$ cat src/rtl/riscv_tb_pkg.sv
// Shared types and constants for the instruction-memory loader / run controller.
// Holds the controller state enum, the NOP fill word and the default halt encoding.
package riscv_tb_pkg;

    typedef enum logic [2:0] {
        ST_IDLE,
        ST_LOAD,
        ST_FILL,
        ST_RUN,
        ST_DONE
    } ldr_state_e;

    localparam logic [31:0] NOP_INSTR          = 32'h0000_0013;  // addi x0,x0,0
    localparam logic [31:0] DEFAULT_HALT_INSTR = 32'h0000_006F;  // jal x0,0

endpackage

$ cat src/rtl/run_watchdog.sv
// Run-cycle counter: synchronous clear, count enable and a terminal-count flag
// that goes high once the count equals TIMEOUT_CYCLES.
module run_watchdog #(
    parameter int CNT_W          = 32,
    parameter int TIMEOUT_CYCLES = 1024
) (
    input  logic             clk,
    input  logic             reset,
    input  logic             clear,
    input  logic             enable,
    output logic [CNT_W-1:0] count,
    output logic             expired
);

    logic [CNT_W-1:0] count_reg;

    always_ff @(posedge clk or negedge reset) begin
        if (!reset) begin
            count_reg <= '0;
        end else if (clear) begin
            count_reg <= '0;
        end else if (enable) begin
            count_reg <= count_reg + CNT_W'(1);
        end
    end

    assign count   = count_reg;
    assign expired = (count_reg == CNT_W'(TIMEOUT_CYCLES));

endmodule

$ cat src/rtl/imem_loader_ctrl.sv
// Program loader and run controller: streams a program into IMEM, releases the core,
// stops on halt fetch or watchdog. Optional NOP fill of unused words: IMEM_LOADER_CLEAR_EN.
module imem_loader_ctrl
    import riscv_tb_pkg::*;
#(
    parameter int              XLEN           = 32,
    parameter int              IMEM_DEPTH     = 256,
    parameter int              ADDR_W         = $clog2(IMEM_DEPTH),
    parameter int              TIMEOUT_CYCLES = 1024,
    parameter int              CNT_W          = 32,
    parameter logic [XLEN-1:0] HALT_INSTR     = XLEN'(DEFAULT_HALT_INSTR)
) (
    input  logic              clk,
    input  logic              reset,
    input  logic              start,
    input  logic              abort,
    input  logic              load_valid,
    output logic              load_ready,
    input  logic [XLEN-1:0]   load_data,
    input  logic              load_last,
    output logic              imem_we,
    output logic [ADDR_W-1:0] imem_waddr,
    output logic [XLEN-1:0]   imem_wdata,
    output logic              cpu_reset,
    input  logic [XLEN-1:0]   instr_in,
    input  logic [XLEN-1:0]   pc_in,
    output logic              busy,
    output logic              done,
    output logic              timed_out,
    output logic              load_ovf,
    output logic [XLEN-1:0]   halt_pc,
    output logic [CNT_W-1:0]  cycle_count,
    output logic [ADDR_W:0]   words_loaded
);

    localparam logic [ADDR_W-1:0] LAST_ADDR = ADDR_W'(IMEM_DEPTH - 1);

    ldr_state_e        state_reg, state_next;
    logic [ADDR_W-1:0] ptr_reg;
    logic [ADDR_W:0]   words_reg;
    logic              ovf_reg, tmo_reg;
    logic [XLEN-1:0]   halt_pc_reg;
    logic              we_reg;
    logic [ADDR_W-1:0] waddr_reg;
    logic [XLEN-1:0]   wdata_reg;
    logic              load_ready_reg, cpu_reset_reg;

    logic start_take, accept, halt_hit, wd_expired;

    // abort outranks every other event, so it masks the start and handshake qualifiers
    assign start_take = start && !abort && ((state_reg == ST_IDLE) || (state_reg == ST_DONE));
    assign accept     = (state_reg == ST_LOAD) && load_ready_reg && load_valid && !abort;
    assign halt_hit   = (state_reg == ST_RUN) && (instr_in == HALT_INSTR);

    run_watchdog #(
        .CNT_W          (CNT_W),
        .TIMEOUT_CYCLES (TIMEOUT_CYCLES)
    ) u_run_watchdog (
        .clk     (clk),
        .reset   (reset),
        .clear   (start_take),
        .enable  (state_next == ST_RUN),
        .count   (cycle_count),
        .expired (wd_expired)
    );

    always_comb begin
        state_next = state_reg;
        if (abort) begin
            state_next = ST_IDLE;
        end else begin
            case (state_reg)
                ST_IDLE, ST_DONE: begin
                    if (start) state_next = ST_LOAD;
                end
                ST_LOAD: begin
                    if (accept) begin
                        if (load_last) begin
`ifdef IMEM_LOADER_CLEAR_EN
                            state_next = (ptr_reg != LAST_ADDR) ? ST_FILL : ST_RUN;
`else
                            state_next = ST_RUN;
`endif
                        end else if (ptr_reg == LAST_ADDR) begin
                            state_next = ST_DONE;
                        end
                    end
                end
`ifdef IMEM_LOADER_CLEAR_EN
                ST_FILL: begin
                    if (ptr_reg == LAST_ADDR) state_next = ST_RUN;
                end
`endif
                ST_RUN: begin
                    if (halt_hit || wd_expired) state_next = ST_DONE;
                end
                default: state_next = ST_IDLE;
            endcase
        end
    end

    always_ff @(posedge clk or negedge reset) begin
        if (!reset) begin
            state_reg      <= ST_IDLE;
            ptr_reg        <= '0;
            words_reg      <= '0;
            ovf_reg        <= 1'b0;
            tmo_reg        <= 1'b0;
            halt_pc_reg    <= '0;
            we_reg         <= 1'b0;
            waddr_reg      <= '0;
            wdata_reg      <= '0;
            load_ready_reg <= 1'b0;
            cpu_reset_reg  <= 1'b1;
        end else begin
            state_reg      <= state_next;
            load_ready_reg <= (state_next == ST_LOAD);
            cpu_reset_reg  <= (state_next != ST_RUN);
            we_reg         <= 1'b0;

            if (start_take) begin
                ptr_reg   <= '0;
                words_reg <= '0;
                ovf_reg   <= 1'b0;
                tmo_reg   <= 1'b0;
            end

            if (accept) begin
                we_reg    <= 1'b1;
                waddr_reg <= ptr_reg;
                wdata_reg <= load_data;
                ptr_reg   <= ptr_reg + ADDR_W'(1);
                words_reg <= words_reg + (ADDR_W + 1)'(1);
                if (!load_last && (ptr_reg == LAST_ADDR)) ovf_reg <= 1'b1;
            end

`ifdef IMEM_LOADER_CLEAR_EN
            if ((state_reg == ST_FILL) && !abort) begin
                we_reg    <= 1'b1;
                waddr_reg <= ptr_reg;
                wdata_reg <= XLEN'(NOP_INSTR);
                ptr_reg   <= ptr_reg + ADDR_W'(1);
            end
`endif

            // a halt in the terminal-count cycle still counts as a clean halt
            if ((state_reg == ST_RUN) && !abort) begin
                if (halt_hit) begin
                    halt_pc_reg <= pc_in;
                end else if (wd_expired) begin
                    tmo_reg <= 1'b1;
                end
            end
        end
    end

    assign load_ready   = load_ready_reg;
    assign cpu_reset    = cpu_reset_reg;
    assign imem_we      = we_reg;
    assign imem_waddr   = waddr_reg;
    assign imem_wdata   = wdata_reg;
    assign busy         = (state_reg == ST_LOAD) || (state_reg == ST_FILL) || (state_reg == ST_RUN);
    assign done         = (state_reg == ST_DONE);
    assign timed_out    = tmo_reg;
    assign load_ovf     = ovf_reg;
    assign halt_pc      = halt_pc_reg;
    assign words_loaded = words_reg;

endmodule
$ cat config.mk
export PLATFORM = sky130hd
export DESIGN_NAME = imem_loader_ctrl
export DESIGN_NICKNAME = d
export VERILOG_FILES = /design/src/rtl/riscv_tb_pkg.sv /design/src/rtl/run_watchdog.sv /design/src/rtl/imem_loader_ctrl.sv
export SDC_FILE = /design/constraint.sdc
export NUM_CORES = 1
export LEC_CHECK = 0
export BUFFER_PORTS_ARGS = -buffer_cell sky130_fd_sc_hd__clkbuf_2
export CAP_MARGIN = 40
export CORE_MARGIN = 2
export CORE_UTILIZATION = 46
export CTS_BUF_LIST = sky130_fd_sc_hd__clkbuf_8
export DETAILED_ROUTE_END_ITERATION = 16
export PLACE_DENSITY = 0.76
export SLEW_MARGIN = 20
export SYNTH_ARGS = -nofsm -noshare
export SYNTH_HDL_FRONTEND = slang
export SYNTH_SLANG_ARGS = --single-unit
export TNS_END_PERCENT = 1
$ cat constraint.sdc
create_clock -name clk -period 2.67 [get_ports clk]
set_input_delay 0.4005 -clock clk [delete_from_list [all_inputs] [get_ports clk]]
set_output_delay 0.4005 -clock clk [all_outputs]
set_load 0.005 [all_outputs]
== Yosys cells after proc, flatten, opt, wreduce, memory -nomap -nowiden ==
Index checks and enable logic that the tools add are counted.
Cells by class
  add/subtract/negate cells: 3
  $mul: 0
  reduce and logical (&&, ||, !) cells: 19
  shift operators: 0
  divide/modulo/power cells: 0
  bitwise gates (word level): 0
  $lt $le $gt $ge: 0
  equality and inequality tests: 10
  multiplexer cells: 21
Operators by type and width (count)
  $mux 32: 2
  $add 32x1->32 const B: 1
  $eq 32x11->1 const B: 1
  $eq 32x7->1 const B: 1
  $mux 3: 6
  $mux 9: 2
  $mux 8: 2
  $add 9x1->9 const B: 1
  $eq 3x2->1 const B: 3
  $pmux 3 s3: 1
  $add 8x1->8 const B: 1
  $eq 8x8->1 const B: 1
  $logic_and 1x1->1: 8
  $mux 1: 8
  $eq 3x1->1 const B: 2
  $logic_or 1x1->1: 4
  $reduce_bool 2->1: 2
  $eq 3x3->1 const B: 1
  $logic_not 3->1: 1
  $ne 3x2->1 const B: 1
  $logic_not 1->1: 2
  $reduce_and 2->1: 1
  $reduce_or 2->1: 1
Word-level totals
  latch bits: 0
  output and inout port bits: 120
  memories kept: 0
  ROM bits: 0
  word-level logic and storage cells: 65
  bits in writable memories: 0
  flip-flop bits (word level): 129

== Longest topological paths before layout ==
  depth after elaboration: 10
  depth in mapped cells: 10
  gate-level depth less buffers: 9

== Modules after synthesis ==
From an unflattened synthesis, not the netlist that was laid out.
Second synthesis, totals
  cells, all modules: 568
  area, all modules: 6005.8 um^2
Modules (own cells, without submodules)
  imem_loader_ctrl: seq. area each 2428.6 um^2, area each 4182.8 um^2, times used 1, cells an instance 377
  run_watchdog: seq. area each 800.8 um^2, area each 1823.0 um^2, times used 1, cells an instance 191

== Least setup slack after synthesis ==
Ideal clock, no wire load.
  path type: input-to-reg
  from: input instr_in[9]
  to: register halt_pc_reg[2], in the netlist halt_pc[2]
  stages: 6
  library setup time: 0.125 ns
  slack: 0.521 ns
  arrival time: 2.024 ns
  cell sequence: or4_1 -> nor4_1 -> and3_1 -> buf_2 -> buf_4 -> mux2_2
Between the ends
  word-level cells in the longest chain between the ends: 3
RTL lines
  start, declared: RTL line imem_loader_ctrl.sv:25  | input logic [XLEN-1:0] instr_in,
  $eq 32x7->1: RTL line imem_loader_ctrl.sv:53  | assign halt_hit = (state_reg == ST_RUN) && (instr_in == HALT_INSTR);
  $logic_and 1x1->1: RTL line imem_loader_ctrl.sv:53
  $reduce_and 2->1 (no line)
  end signal, assigned: RTL line imem_loader_ctrl.sv:149  | halt_pc_reg <= pc_in;
  end, declared: RTL line imem_loader_ctrl.sv:42  | logic [XLEN-1:0] halt_pc_reg;
Every way passes these cells.
A chain may end at the register's enable or synchronous reset.

== Worst setup path in the final report ==
  from: register u_run_watchdog.count_reg[0], in the netlist u_run_watchdog.count[0]
  to: register u_run_watchdog.count_reg[4], in the netlist u_run_watchdog.count[4]
Between the ends
  word-level cells in the longest chain between the ends: 7
  elaborated cells between the ends (all ways): 10
  classes of those cells: 1 x add/sub; 2 x eq/ne; 5 x mux; 2 x reduce/logical
RTL lines
  start, declared: RTL line run_watchdog.sv:15  | logic [CNT_W-1:0] count_reg;
  start signal, assigned: RTL line run_watchdog.sv:23  | count_reg <= count_reg + CNT_W'(1);
  $eq 32x11->1: RTL line run_watchdog.sv:28  | assign expired = (count_reg == CNT_W'(TIMEOUT_CYCLES));
  $logic_or 1x1->1: RTL line imem_loader_ctrl.sv:95  | if (halt_hit || wd_expired) state_next = ST_DONE;
  $mux 3: RTL line imem_loader_ctrl.sv:95
  $pmux 3 s3: RTL line imem_loader_ctrl.sv:72  | case (state_reg)
  $mux 3: RTL line imem_loader_ctrl.sv:69  | if (abort) begin
  $eq 3x2->1: RTL line imem_loader_ctrl.sv:62  | .enable (state_next == ST_RUN),
  $reduce_bool 2->1 (no line)
Several ways; a longest one is shown, not always the timed one. The select of a mux whose other input is x is not followed.

==> impl_results.md <==
- Synth Warn #: 0
- Minimum clock period: 2.40 ns
- Post-synthesis net count: 696
- Antenna-violating nets left: 0
- GP Congestion: 0.814
- Layout area overhead: 29.3%
- CTS HTree Levels: 4
- Cell Area, Synth: 0.00590 mm²
- Initial Utilization: 47.0%
- Endpoint type of the worst setup path: flop
- Fin. Hold Viols: 0
- Via density: 5.29
- Worst Hold Class: in2reg
- Placed cell count: 972
- Max-slew headroom: 60.8%
- Share of flip-flops with an asynchronous set or reset: 100%
- Startpoint types: flop
- Max-slew violation count: 0
- CTS sink count: 129
- Cell variety after synth: 57
- Metal3 WL: 1.11 mm
- DRT Pass-1 Iters: 6
- First-pass GRT wire length: 24.7 mm
- DRC: 0
- Total negative setup slack: 0 ns
- Routed length per instance: 15.8 µm
- FF+latch count, synth: 129
- Most frequent cells in the layout: clkbuf_2 (220), nand2_1 (167), dfrtp_1 (128)
- Diodes inserted: 0
- Die Ht: 117 µm
- Critical path type: reg2reg
- CTS tree: yes
- Area of the multi-input gates: 0.00254 mm²
- Clock Skew: 0.00846 ns
- Total power per unit cell area: 552 mW/mm²
- DRT met1 WL: 6.26 mm
- Required @ worst endpoint: 3.05 ns
- Mapped Cells: 590
- Die width: 117 µm
- Maxcap violations: 0
- Worst-skew pair later-pin latency: 0.45 ns
- Clk buf depth: 2
- FF/Latch Area: 0.00323 mm²
- Mean post-synth cell area: 10.0 µm²
- Critical Path AT: 2.78 ns
- Die area: 0.0138 mm²
- Fin Hold WS: 0.138 ns
- Initial antenna violation count: 0
- Outcome: completed
- GRT Residual Overflow: 0
- Worst Tran Pin Value: 0.589 ns
- Final setup fails: 0
- Largest net degree at the start of global routing: 62
- Final Non-Filler Cells: 1,005
- # fillers: 1,103
- Static Leak: 4.09 nW
- Vias in the first global route: 5,177
- Port-buffer cells: 221
- Tot GR Track Use: 23.5%
- Period utilisation layout: 89.8%
- CTS root buffer: clkbuf_8
- Drt total wl: 15.9 mm
- Number of flops mapped to enable cells by yosys: 0
- Highest Signal Layer: met4
- Vias: 5,313
- DP HPWL: 12.0 mm
- Clock transition at path regs: 0.07 ns
- Initial drt markers: 374
- Tot Pwr: 4.21 mW
- Post-synthesis sequential area ratio: 54.7%
- Total CTS buffers: 17
- Layout cell share with drive strength beyond 1: 37.6%
- Commonest non-fill, non-tap cell in the layout: clkbuf_2
- Final core utilization: 60.7%
- Worst VDD drop: 332 µV
- I/O pin cnt: 222
- Met2 wire len: 8.13 mm
- Crit path max fanout: 19
- Row Count: 41
- Nets: 926
- Max Freq: 417 MHz
- Ys flop type: dfrtp_1
- RSZ-0062 raised after global routing: false
- Core ar.: 0.0126 mm²
-- routing by layer --
metal | vias to the layer above | GRT usage, %
li1 | 2544 | -
met1 | 2527 | 26.9
met2 | 211 | 41.8
met3 | 31 | 6.13
met4 | 0 | 9.73
met5 | - | 0
-- power by group --
part	switching (mW)	internal, mW	leakage (nW)
Combinational	0.243	0.213	2.13
Sequential	0.0798	2.09	1.76
Clock	0.740	0.848	0.194
Total	1.06	3.15	4.09
-- cells by family (layout without fill, tap and decap cells) --
| logic type | count (synthesis) | in the layout | synth area share, % |
|---|---|---|---|
| flip-flops | 129 | 129 | 54.7 |
| XOR/XNOR | 7 | 7 | 1.04 |
| adder cells (fa/ha/maj) | 4 | 4 | 0.848 |
| multiplexers | 38 | 38 | 7.17 |
| AO/OA/AOI/OAI | 76 | 76 | 7.78 |
| buffers and inverters | 30 | 273 | 2.42 |
| AND/OR/NAND/NOR | 306 | 306 | 26.0 |
-- worst paths after layout --
| check | end | startpoint | cells after the start | slack (ns) |
|---|---|---|---|---|
| min reg2reg | imem_wdata[2]$_DFFE_PN0P_ | imem_wdata[2]$_DFFE_PN0P_ | 2 | 0.48 |
| min | imem_wdata[24]$_DFFE_PN0P_ | load_data[24] | 3 | 0.14 |
| max reg2reg | u_run_watchdog.count[4]$_DFFE_PN0P_ | u_run_watchdog.count[0]$_DFFE_PN0P_ | 9 | 0.27 |
| max | u_run_watchdog.count[4]$_DFFE_PN0P_ | u_run_watchdog.count[0]$_DFFE_PN0P_ | 9 | 0.27 |
| min in group asynchronous | imem_wdata[7]$_DFFE_PN0P_ | reset | 2 | 0.49 |
| max in group asynchronous | cpu_reset$_DFF_PN1_ | reset | 3 | 1.35 |
-- critical path, cell delays in order (launching register included) --
cell and delay, ns:
dfrtp_1 0.48, inv_1 0.08, ha_1 0.19, nor4b_1 0.14, nand4_1 0.11, nor2_1 0.06
o31a_2 0.48, buf_4 0.23, or4_1 0.50, nand2_1 0.07
-- timing repair --
| action | 4_1_cts | 5_1_grt |
|---|---|---|
| hold buffers | 1 | 0 |
| endpoints found under the hold margin | 42 | 0 |
| setup buffers | 0 | 0 |
| resized for setup | 0 | 0 |
-- per-stage QoR --
stage,cell area (µm²),worst slack (ns)
global route,7630,0.105
finish,7630,0.271
global placement,7230,0.309
CTS,7630,0.278
detailed placement,7230,0.238
floorplan,5900,0.521
-- synth_stat cells, types with 8 or more instances --
master      n  area share [%]
o31ai_1     8             1.0
nor2_1     20             1.3
and3_1      8            0.85
o21ai_0    29             2.5
nand4_1    14             1.5
nand2_1   167              11
mux2_1      8             1.5
a21oi_1    21             1.8
or3_1      12             1.3
mux2_2     26             5.0
nor4_1     15             1.6
nand3_1    23             2.0
clkbuf_1   11            0.70
dfrtp_1   128              54
-- layout make-up --
class / instances / area share, %
Clock buffer: 22 / 3.97
Multi-Input combinational cell: 431 / 33.2
Inverter: 6 / 0.295
Timing Repair Buffer: 235 / 16.3
Sequential cell: 129 / 42.3
Tap cell: 172 / 2.82
Clock inverter: 10 / 1.10
No activity file was read; power rests on OpenSTA's default activity.
